--- src/rtl/lsu_pkg.sv ---
// Shared types for the load/store bus bridge: access unit encoding,
// bridge FSM states and the registered response payload.
package lsu_pkg;

  localparam int unsigned XLEN = 32;

  typedef enum logic [1:0] {
    UNIT_BYTE = 2'd0,
    UNIT_HALF = 2'd1,
    UNIT_WORD = 2'd2
  } mem_unit_e;

  typedef enum logic [1:0] {
    ST_IDLE,
    ST_READ,
    ST_WRITE,
    ST_RESP
  } lsu_state_e;

  typedef struct packed {
    logic [XLEN-1:0] rd;
    logic            fault;
    logic            misaligned;
    logic            timeout;
  } rsp_t;

endpackage

--- src/rtl/lsu_lane_align.sv ---
// Combinational byte-lane helper (byte offset 0 lives in bits 31:24).
//   unit_i/offset_i/signed_i : access shape
//   raw_i                    : word read from the device
//   wd_i                     : right-aligned store data
//   ld_data_o                : extracted and extended load data
//   st_word_o                : raw_i with the addressed lanes replaced by wd_i
//   misaligned_o             : half at odd offset, word at non-zero offset
module lsu_lane_align
  import lsu_pkg::*;
(
  input  logic [1:0]      unit_i,
  input  logic [1:0]      offset_i,
  input  logic            signed_i,
  input  logic [XLEN-1:0] raw_i,
  input  logic [XLEN-1:0] wd_i,
  output logic [XLEN-1:0] ld_data_o,
  output logic [XLEN-1:0] st_word_o,
  output logic            misaligned_o
);

  logic [4:0]  byte_sh;
  logic [7:0]  byte_v;
  logic [15:0] half_v;

  always_comb begin
    // (3 - offset) * 8: offset 0 is the most significant byte
    byte_sh      = {~offset_i, 3'b000};
    byte_v       = 8'(raw_i >> byte_sh);
    half_v       = offset_i[1] ? raw_i[15:0] : raw_i[31:16];
    ld_data_o    = '0;
    st_word_o    = raw_i;
    misaligned_o = 1'b0;
    case (unit_i)
      UNIT_BYTE: begin
        ld_data_o = {{24{signed_i & byte_v[7]}}, byte_v};
        st_word_o = (raw_i & ~(32'h0000_00FF << byte_sh)) | ({24'h0, wd_i[7:0]} << byte_sh);
      end
      UNIT_HALF: begin
        ld_data_o    = {{16{signed_i & half_v[15]}}, half_v};
        misaligned_o = offset_i[0];
        st_word_o    = offset_i[1] ? {raw_i[31:16], wd_i[15:0]} : {wd_i[15:0], raw_i[15:0]};
      end
      UNIT_WORD: begin
        ld_data_o    = raw_i;
        misaligned_o = |offset_i;
        st_word_o    = wd_i;
      end
      default: ;
    endcase
  end

endmodule

--- src/rtl/lsu_bus_bridge.sv ---
// Load/store bridge between the core memory stage and DEVICE_COUNT
// memory-mapped devices.
//   req_*  : core request (valid/ready), accepted only in IDLE
//   rsp_*  : registered response, held until rsp_ready
//   dev_*  : per-device re/we strobes with word address, broadcast write
//            word, read data/ack back, and the address map / writability
module lsu_bus_bridge
  import lsu_pkg::*;
#(
  parameter int unsigned DEVICE_COUNT   = 4,
  parameter int unsigned TIMEOUT_CYCLES = 16
) (
  input  logic                             clk,
  input  logic                             rst_n,
  input  logic                             req_valid,
  output logic                             req_ready,
  input  logic                             req_we,
  input  logic [1:0]                       req_unit,
  input  logic                             req_signed,
  input  logic [31:0]                      req_addr,
  input  logic [31:0]                      req_wd,
  output logic                             rsp_valid,
  input  logic                             rsp_ready,
  output logic [31:0]                      rsp_rd,
  output logic                             rsp_access_fault,
  output logic                             rsp_addr_misaligned,
  output logic                             rsp_timeout,
  output logic [DEVICE_COUNT-1:0][31:2]    dev_addr,
  output logic [DEVICE_COUNT-1:0]          dev_re,
  output logic [DEVICE_COUNT-1:0]          dev_we,
  output logic [DEVICE_COUNT-1:0][31:0]    dev_wd,
  input  logic [DEVICE_COUNT-1:0][31:0]    dev_rd,
  input  logic [DEVICE_COUNT-1:0]          dev_ack,
  input  logic [DEVICE_COUNT-1:0]          dev_rw,
  input  logic [DEVICE_COUNT-1:0][31:0]    dev_addr_start,
  input  logic [DEVICE_COUNT-1:0][31:0]    dev_addr_end
);

  localparam int unsigned IDX_W = (DEVICE_COUNT > 1) ? $clog2(DEVICE_COUNT) : 1;
  localparam int unsigned CNT_W = $clog2(TIMEOUT_CYCLES + 1);

  lsu_state_e                    state_q, state_d;
  logic                          we_q, we_d, sgn_q, sgn_d;
  logic [1:0]                    unit_q, unit_d;
  logic [31:0]                   wd_q, wd_d, loc_q, loc_d, wword_q, wword_d;
  logic [IDX_W-1:0]              idx_q, idx_d;
  logic [CNT_W-1:0]              cnt_q, cnt_d;
  rsp_t                          rsp_q, rsp_d;
  logic                          rsp_valid_q, rsp_valid_d;
  logic                          req_ready_q, req_ready_d;
  logic [DEVICE_COUNT-1:0]       dev_re_q, dev_re_d, dev_we_q, dev_we_d;
  logic [DEVICE_COUNT-1:0][31:2] dev_addr_q, dev_addr_d;

  logic             hit, req_fault, wait_expired;
  logic [IDX_W-1:0] hit_idx;
  logic [31:0]      hit_loc;
  logic [1:0]       la_unit, la_off;
  logic [31:0]      la_ld, la_st;
  logic             la_mis;

  // Address decode: the highest-index device whose inclusive range matches wins
  always_comb begin
    hit     = 1'b0;
    hit_idx = '0;
    for (int i = 0; i < DEVICE_COUNT; i++) begin
      if (req_addr >= dev_addr_start[i] && req_addr <= dev_addr_end[i]) begin
        hit     = 1'b1;
        hit_idx = IDX_W'(i);
      end
    end
  end

  assign hit_loc      = hit ? (req_addr - dev_addr_start[hit_idx]) : req_addr;
  assign req_fault    = !hit || (req_unit == 2'b11) || (req_we && !dev_rw[hit_idx]);
  assign wait_expired = (cnt_q == CNT_W'(TIMEOUT_CYCLES - 1));

  // One lane helper: checks the incoming request in IDLE, shapes data later
  assign la_unit = (state_q == ST_IDLE) ? req_unit    : unit_q;
  assign la_off  = (state_q == ST_IDLE) ? hit_loc[1:0] : loc_q[1:0];

  lsu_lane_align u_lane (
    .unit_i       (la_unit),
    .offset_i     (la_off),
    .signed_i     (sgn_q),
    .raw_i        (dev_rd[idx_q]),
    .wd_i         (wd_q),
    .ld_data_o    (la_ld),
    .st_word_o    (la_st),
    .misaligned_o (la_mis)
  );

  // Next state, latched request fields and next registered outputs
  always_comb begin
    state_d    = state_q;
    we_d       = we_q;
    unit_d     = unit_q;
    sgn_d      = sgn_q;
    wd_d       = wd_q;
    loc_d      = loc_q;
    idx_d      = idx_q;
    wword_d    = wword_q;
    cnt_d      = cnt_q;
    rsp_d      = rsp_q;
    dev_re_d   = '0;
    dev_we_d   = '0;
    dev_addr_d = '0;
    unique case (state_q)
      ST_IDLE: begin
        if (req_valid && req_ready_q) begin
          we_d    = req_we;
          unit_d  = req_unit;
          sgn_d   = req_signed;
          wd_d    = req_wd;
          idx_d   = hit_idx;
          loc_d   = hit_loc;
          wword_d = req_wd;
          cnt_d   = '0;
          if (req_fault || la_mis) begin
            state_d          = ST_RESP;
            rsp_d            = '0;
            rsp_d.fault      = req_fault;
            rsp_d.misaligned = la_mis;
          end else if (!req_we || req_unit != UNIT_WORD) begin
            state_d = ST_READ;
          end else begin
            state_d = ST_WRITE;
          end
        end
      end
      ST_READ: begin
        if (dev_ack[idx_q]) begin
          cnt_d = '0;
          if (we_q) begin
            state_d = ST_WRITE;
            wword_d = la_st;
          end else begin
            state_d  = ST_RESP;
            rsp_d    = '0;
            rsp_d.rd = la_ld;
          end
        end else if (wait_expired) begin
          state_d       = ST_RESP;
          rsp_d         = '0;
          rsp_d.fault   = 1'b1;
          rsp_d.timeout = 1'b1;
        end else begin
          cnt_d = cnt_q + CNT_W'(1);
        end
      end
      ST_WRITE: begin
        if (dev_ack[idx_q]) begin
          state_d = ST_RESP;
          rsp_d   = '0;
        end else if (wait_expired) begin
          state_d       = ST_RESP;
          rsp_d         = '0;
          rsp_d.fault   = 1'b1;
          rsp_d.timeout = 1'b1;
        end else begin
          cnt_d = cnt_q + CNT_W'(1);
        end
      end
      ST_RESP: begin
        if (rsp_ready) begin
          state_d = ST_IDLE;
          rsp_d   = '0;
        end
      end
      default: state_d = ST_IDLE;
    endcase
    // Strobes are registered images of the state being entered
    if (state_d == ST_READ) begin
      dev_re_d[idx_d]   = 1'b1;
      dev_addr_d[idx_d] = loc_d[31:2];
    end
    if (state_d == ST_WRITE) begin
      dev_we_d[idx_d]   = 1'b1;
      dev_addr_d[idx_d] = loc_d[31:2];
    end
    rsp_valid_d = (state_d == ST_RESP);
    req_ready_d = (state_d == ST_IDLE);
  end

  // State and output registers, synchronous active-low reset
  always_ff @(posedge clk) begin
    if (!rst_n) begin
      state_q     <= ST_IDLE;
      we_q        <= 1'b0;
      unit_q      <= '0;
      sgn_q       <= 1'b0;
      wd_q        <= '0;
      loc_q       <= '0;
      idx_q       <= '0;
      wword_q     <= '0;
      cnt_q       <= '0;
      rsp_q       <= '0;
      rsp_valid_q <= 1'b0;
      req_ready_q <= 1'b1;
      dev_re_q    <= '0;
      dev_we_q    <= '0;
      dev_addr_q  <= '0;
    end else begin
      state_q     <= state_d;
      we_q        <= we_d;
      unit_q      <= unit_d;
      sgn_q       <= sgn_d;
      wd_q        <= wd_d;
      loc_q       <= loc_d;
      idx_q       <= idx_d;
      wword_q     <= wword_d;
      cnt_q       <= cnt_d;
      rsp_q       <= rsp_d;
      rsp_valid_q <= rsp_valid_d;
      req_ready_q <= req_ready_d;
      dev_re_q    <= dev_re_d;
      dev_we_q    <= dev_we_d;
      dev_addr_q  <= dev_addr_d;
    end
  end

  assign req_ready           = req_ready_q;
  assign rsp_valid           = rsp_valid_q;
  assign rsp_rd              = rsp_q.rd;
  assign rsp_access_fault    = rsp_q.fault;
  assign rsp_addr_misaligned = rsp_q.misaligned;
  assign rsp_timeout         = rsp_q.timeout;
  assign dev_re              = dev_re_q;
  assign dev_we              = dev_we_q;
  assign dev_addr            = dev_addr_q;
  assign dev_wd              = {DEVICE_COUNT{wword_q}};

endmodule

--- config.mk ---
export PLATFORM = sky130hd
export DESIGN_NAME = lsu_bus_bridge
export DESIGN_NICKNAME = d
export VERILOG_FILES = /design/src/rtl/lsu_pkg.sv /design/src/rtl/lsu_lane_align.sv /design/src/rtl/lsu_bus_bridge.sv
export SDC_FILE = /design/constraint.sdc
export NUM_CORES = 1
export LEC_CHECK = 0
export CAP_MARGIN = 20
export CORE_AREA = 2 2 292 294
export CTS_CLUSTER_DIAMETER = 120
export DETAILED_ROUTE_END_ITERATION = 7
export DIE_AREA = 0 0 294 296
export PLACE_DENSITY = 0.48
export RECOVER_POWER = 25
export SLEW_MARGIN = 10
export SYNTH_ARGS = -nofsm -noshare
export SYNTH_HDL_FRONTEND = slang
export SYNTH_SLANG_ARGS = --single-unit
--- constraint.sdc ---
create_clock -name clk -period 9.44 [get_ports clk]
set_input_delay 2.832 -clock clk [delete_from_list [all_inputs] [get_ports clk]]
set_output_delay 2.832 -clock clk [all_outputs]
set_load 0.03 [all_outputs]
==> results of run 1 <==
[registers in the layout, summed over array words and instances, names as in the netlist, 2 cells and up]
register and count:
dev_addr 120, wd_q 32, state_q 2, dev_re 4, loc_q 32, idx_q 2, unit_q 2, rsp_rd 32
dev_we 4, cnt_q 5, wword_q 32
[power by group]
| group | internal (uW) | switching (uW) |
|---|---|---|
| combinational | 1640 | 2700 |
| clock | 749 | 537 |
| sequential | 1370 | 168 |
| total | 3760 | 3400 |
[final timing paths]
path                                                          to  depth (start not counted)  slack (ns)
worst max-delay path                     dev_addr[89]$_SDFF_PN0_                         27        0.57
worst min-delay path            rsp_addr_misaligned$_SDFFE_PN0P_                          2        0.44
worst min register to register  rsp_addr_misaligned$_SDFFE_PN0P_                          2        0.44
worst max register to register           dev_addr[90]$_SDFF_PN0_                         14        4.99
[layout make-up]
| type | instances | area share (%) |
|---|---|---|
| clock inverter | 15 | 0.440 |
| clock buffer | 44 | 3.12 |
| sequential | 274 | 17.9 |
| timing repair buffer | 837 | 26.8 |
| tap | 1090 | 4.44 |
| inverter | 304 | 3.72 |
| multi-input combinational | 1878 | 43.5 |
| antenna | 20 | 0.163 |
[critical path, cell delays in order]
cell,delay [ns]
clkdlybuf4s50_1,0.55
buf_4,0.25
buf_4,0.16
ha_1,0.27
nand4_1,0.17
nor4_1,0.68
nand4_1,0.17
o211a_1,0.23
nor2_4,0.40
buf_4,0.25
nand2_1,0.06
o21ai_0,0.15
a21oi_1,0.14
ha_1,0.30
a21o_1,0.20
a31oi_1,0.21
nand2_1,0.08
a21oi_1,0.26
o31ai_1,0.21
a211oi_1,0.40
nor2_1,0.13
a311oi_1,0.33
xor2_1,0.22
nor3_1,0.07
nor3b_1,0.27
buf_4,0.19
nor3_1,0.05
[logic make-up (layout without fill, tap and decap cells)]
logic type,count (synthesis),in the layout,synth area share [%]
and+or+nand+nor,781,781,16.5
AOI/OAI and AO/OA,697,697,21.9
buffers and inverters,517,1200,11.2
adders and majority gates,298,298,17.7
DFF,274,274,26.0
muxes,81,81,5.85
xor gates and xnor gates,21,21,0.870
other,0,20,0
[cells in the mapped netlist, types with 21 or more instances]
| cell type | instances | area, um^2 |
|---|---|---|
| inv_1 | 304 | 1140 |
| ha_1 | 297 | 3720 |
| nor2_1 | 284 | 1070 |
| dfxtp_1 | 274 | 5490 |
| nand2_1 | 263 | 987 |
| a21oi_1 | 237 | 1190 |
| o21ai_0 | 148 | 741 |
| buf_4 | 102 | 766 |
| clkbuf_1 | 72 | 270 |
| nand3_1 | 62 | 310 |
| a221o_1 | 48 | 480 |
| nand4_1 | 42 | 263 |
| a21o_1 | 38 | 285 |
| mux2i_1 | 38 | 380 |
| mux4_2 | 33 | 743 |
| o211ai_1 | 31 | 233 |
| a221oi_1 | 30 | 263 |
| nor2b_1 | 26 | 163 |
| nor3_1 | 23 | 115 |
| buf_2 | 21 | 105 |
[through the flow]
step	hold WS, ns	worst slack [ns]	utilization, %	area [um^2]
2_1_floorplan	0.421	1.26	-	21100
3_3_place_gp	0.433	0.100	35.1	29600
3_5_place_dp	0.437	0.0536	35.1	29600
4_1_cts	0.446	0.595	36.4	30700
5_1_grt	0.469	0.0989	36.5	30700
6_report	0.445	0.570	36.5	30700
[layer usage]
layer | GRT usage, % | share of wire [%]
met1 | 24.3 | 37
met2 | 45.0 | 54
met3 | 4.23 | 5.7
met4 | 8.11 | 3.5
met5 | 0 | 0.074
==> qor.txt, run 1 <==
Worst hold-check path type = flip-flop to flip-flop
Critical path required time = 9.83 ns
Nets = 4091
Residual DRC = 0
Final setup skew = 0.0251 ns
GPL Wtd Cong = 0.917
Status = finished with violations
DIE AREA = 0.0870 mm^2
Vias in the first global route = 21600
Clk root buf = clkbuf_16
Critical path fanouts, max = 25
Crit path capture type = flip-flop
GRT Total Usage = 23.0%
FMAX = 0.113 GHz
Critical hold path startpoint = rsp_addr_misaligned$_SDFFE_PN0P_
Max cap viols = 1
Synthesis-stage register bit count = 274
Final setup fails = 0
WS Path Type = primary input to flip-flop
Post-CTS setup buffers = 0
Clk_lat worst skew = 0.54 ns
Fraction of layout cells with a size suffix above 1 = 6.77%
CTS tree = yes
Crit path time final = 8.87 ns
Grt total ovfl = 0
Die width = 294 um
DP Cell Count = 4383
Std-Cell Rows = 107
Top FF cell, synth = dfxtp_1
Initial DRC count = 1227
Syn. warnings = 0
Clock-pin slew on the worst setup and hold paths = 0.06 ns
Synthesis-to-finish area growth = 45.3%
Reg-to-reg critical path startpoint = state_q[1]$_SDFF_PN0_
Initial antenna violation count = 29
Net Count, Synth = 3431
DR WL/cell = 23.3 um
First-pass GRT wire length = 147000 um
Most frequent cells in the layout = clkdlybuf4s50_1 (650), inv_1 (303), ha_1 (297)
Core area = 0.0842 mm^2
PwrDens = 233 mW/mm^2
PortBufs = 756
Commonest non-fill, non-tap cell in the layout = clkdlybuf4s50_1
Pin count of the biggest net entering global routing = 58
Yosys cell types = 84
Final cell count without fillers = 4462
DP HPWL = 87300 um
Starting Density = 25.1%
Register area = 0.00549 mm^2
Clk buf depth = 3
CP Launch Type = primary input
Mapped Area = 0.0211 mm^2
Clock Sinks = 274
Iteration count of the initial detailed-routing pass = 5
Cts bufs inserted = 34
Fillcell total = 8852
Beginning of the critical path = req_addr[12]
Fraction of registers with async set/reset = 0%
Worst slew pin tran = 2.15 ns
I/O pin cnt = 757
RSZ-0062 raised after global routing = no
Maximum vdd ir drop = 0.000135 V
H-tree levels = 2
PostCTS Resize Cnt = 0
Final period utilization = 94.0%
Vias per cell = 4.88
Area of the multi-input gates = 0.0134 mm^2
Setup TNS Final = 0 ns
Failing checks = max-capacitance violations, max-slew violations
Total power = 7160 uW
Register area share after synthesis = 26.0%
Mean Syn Cell Area = 7.92 um^2
Arrival time worst endpoint = 9.26 ns
Max-slew headroom = -43.1%
Endpoints failing hold = 0
Die height = 296 um
Routed WL = 104000 um
LEAKAGE = 0.0135 uW
Vias = 21800
Hold_buf cts = 0
Post-synth EDFFs = 0
Routed Antenna Nets = 0
Gate Count Post-Synth = 2669
Max-slew violation count = 40
Power figures use the tool's default switching activity.
==> run 2, diff against run 1 <==
CAP_MARGIN = 0   (was 20)
==> results of run 2 <==
Same layout as run 1: the final DEF is identical, and so are final timing and power.
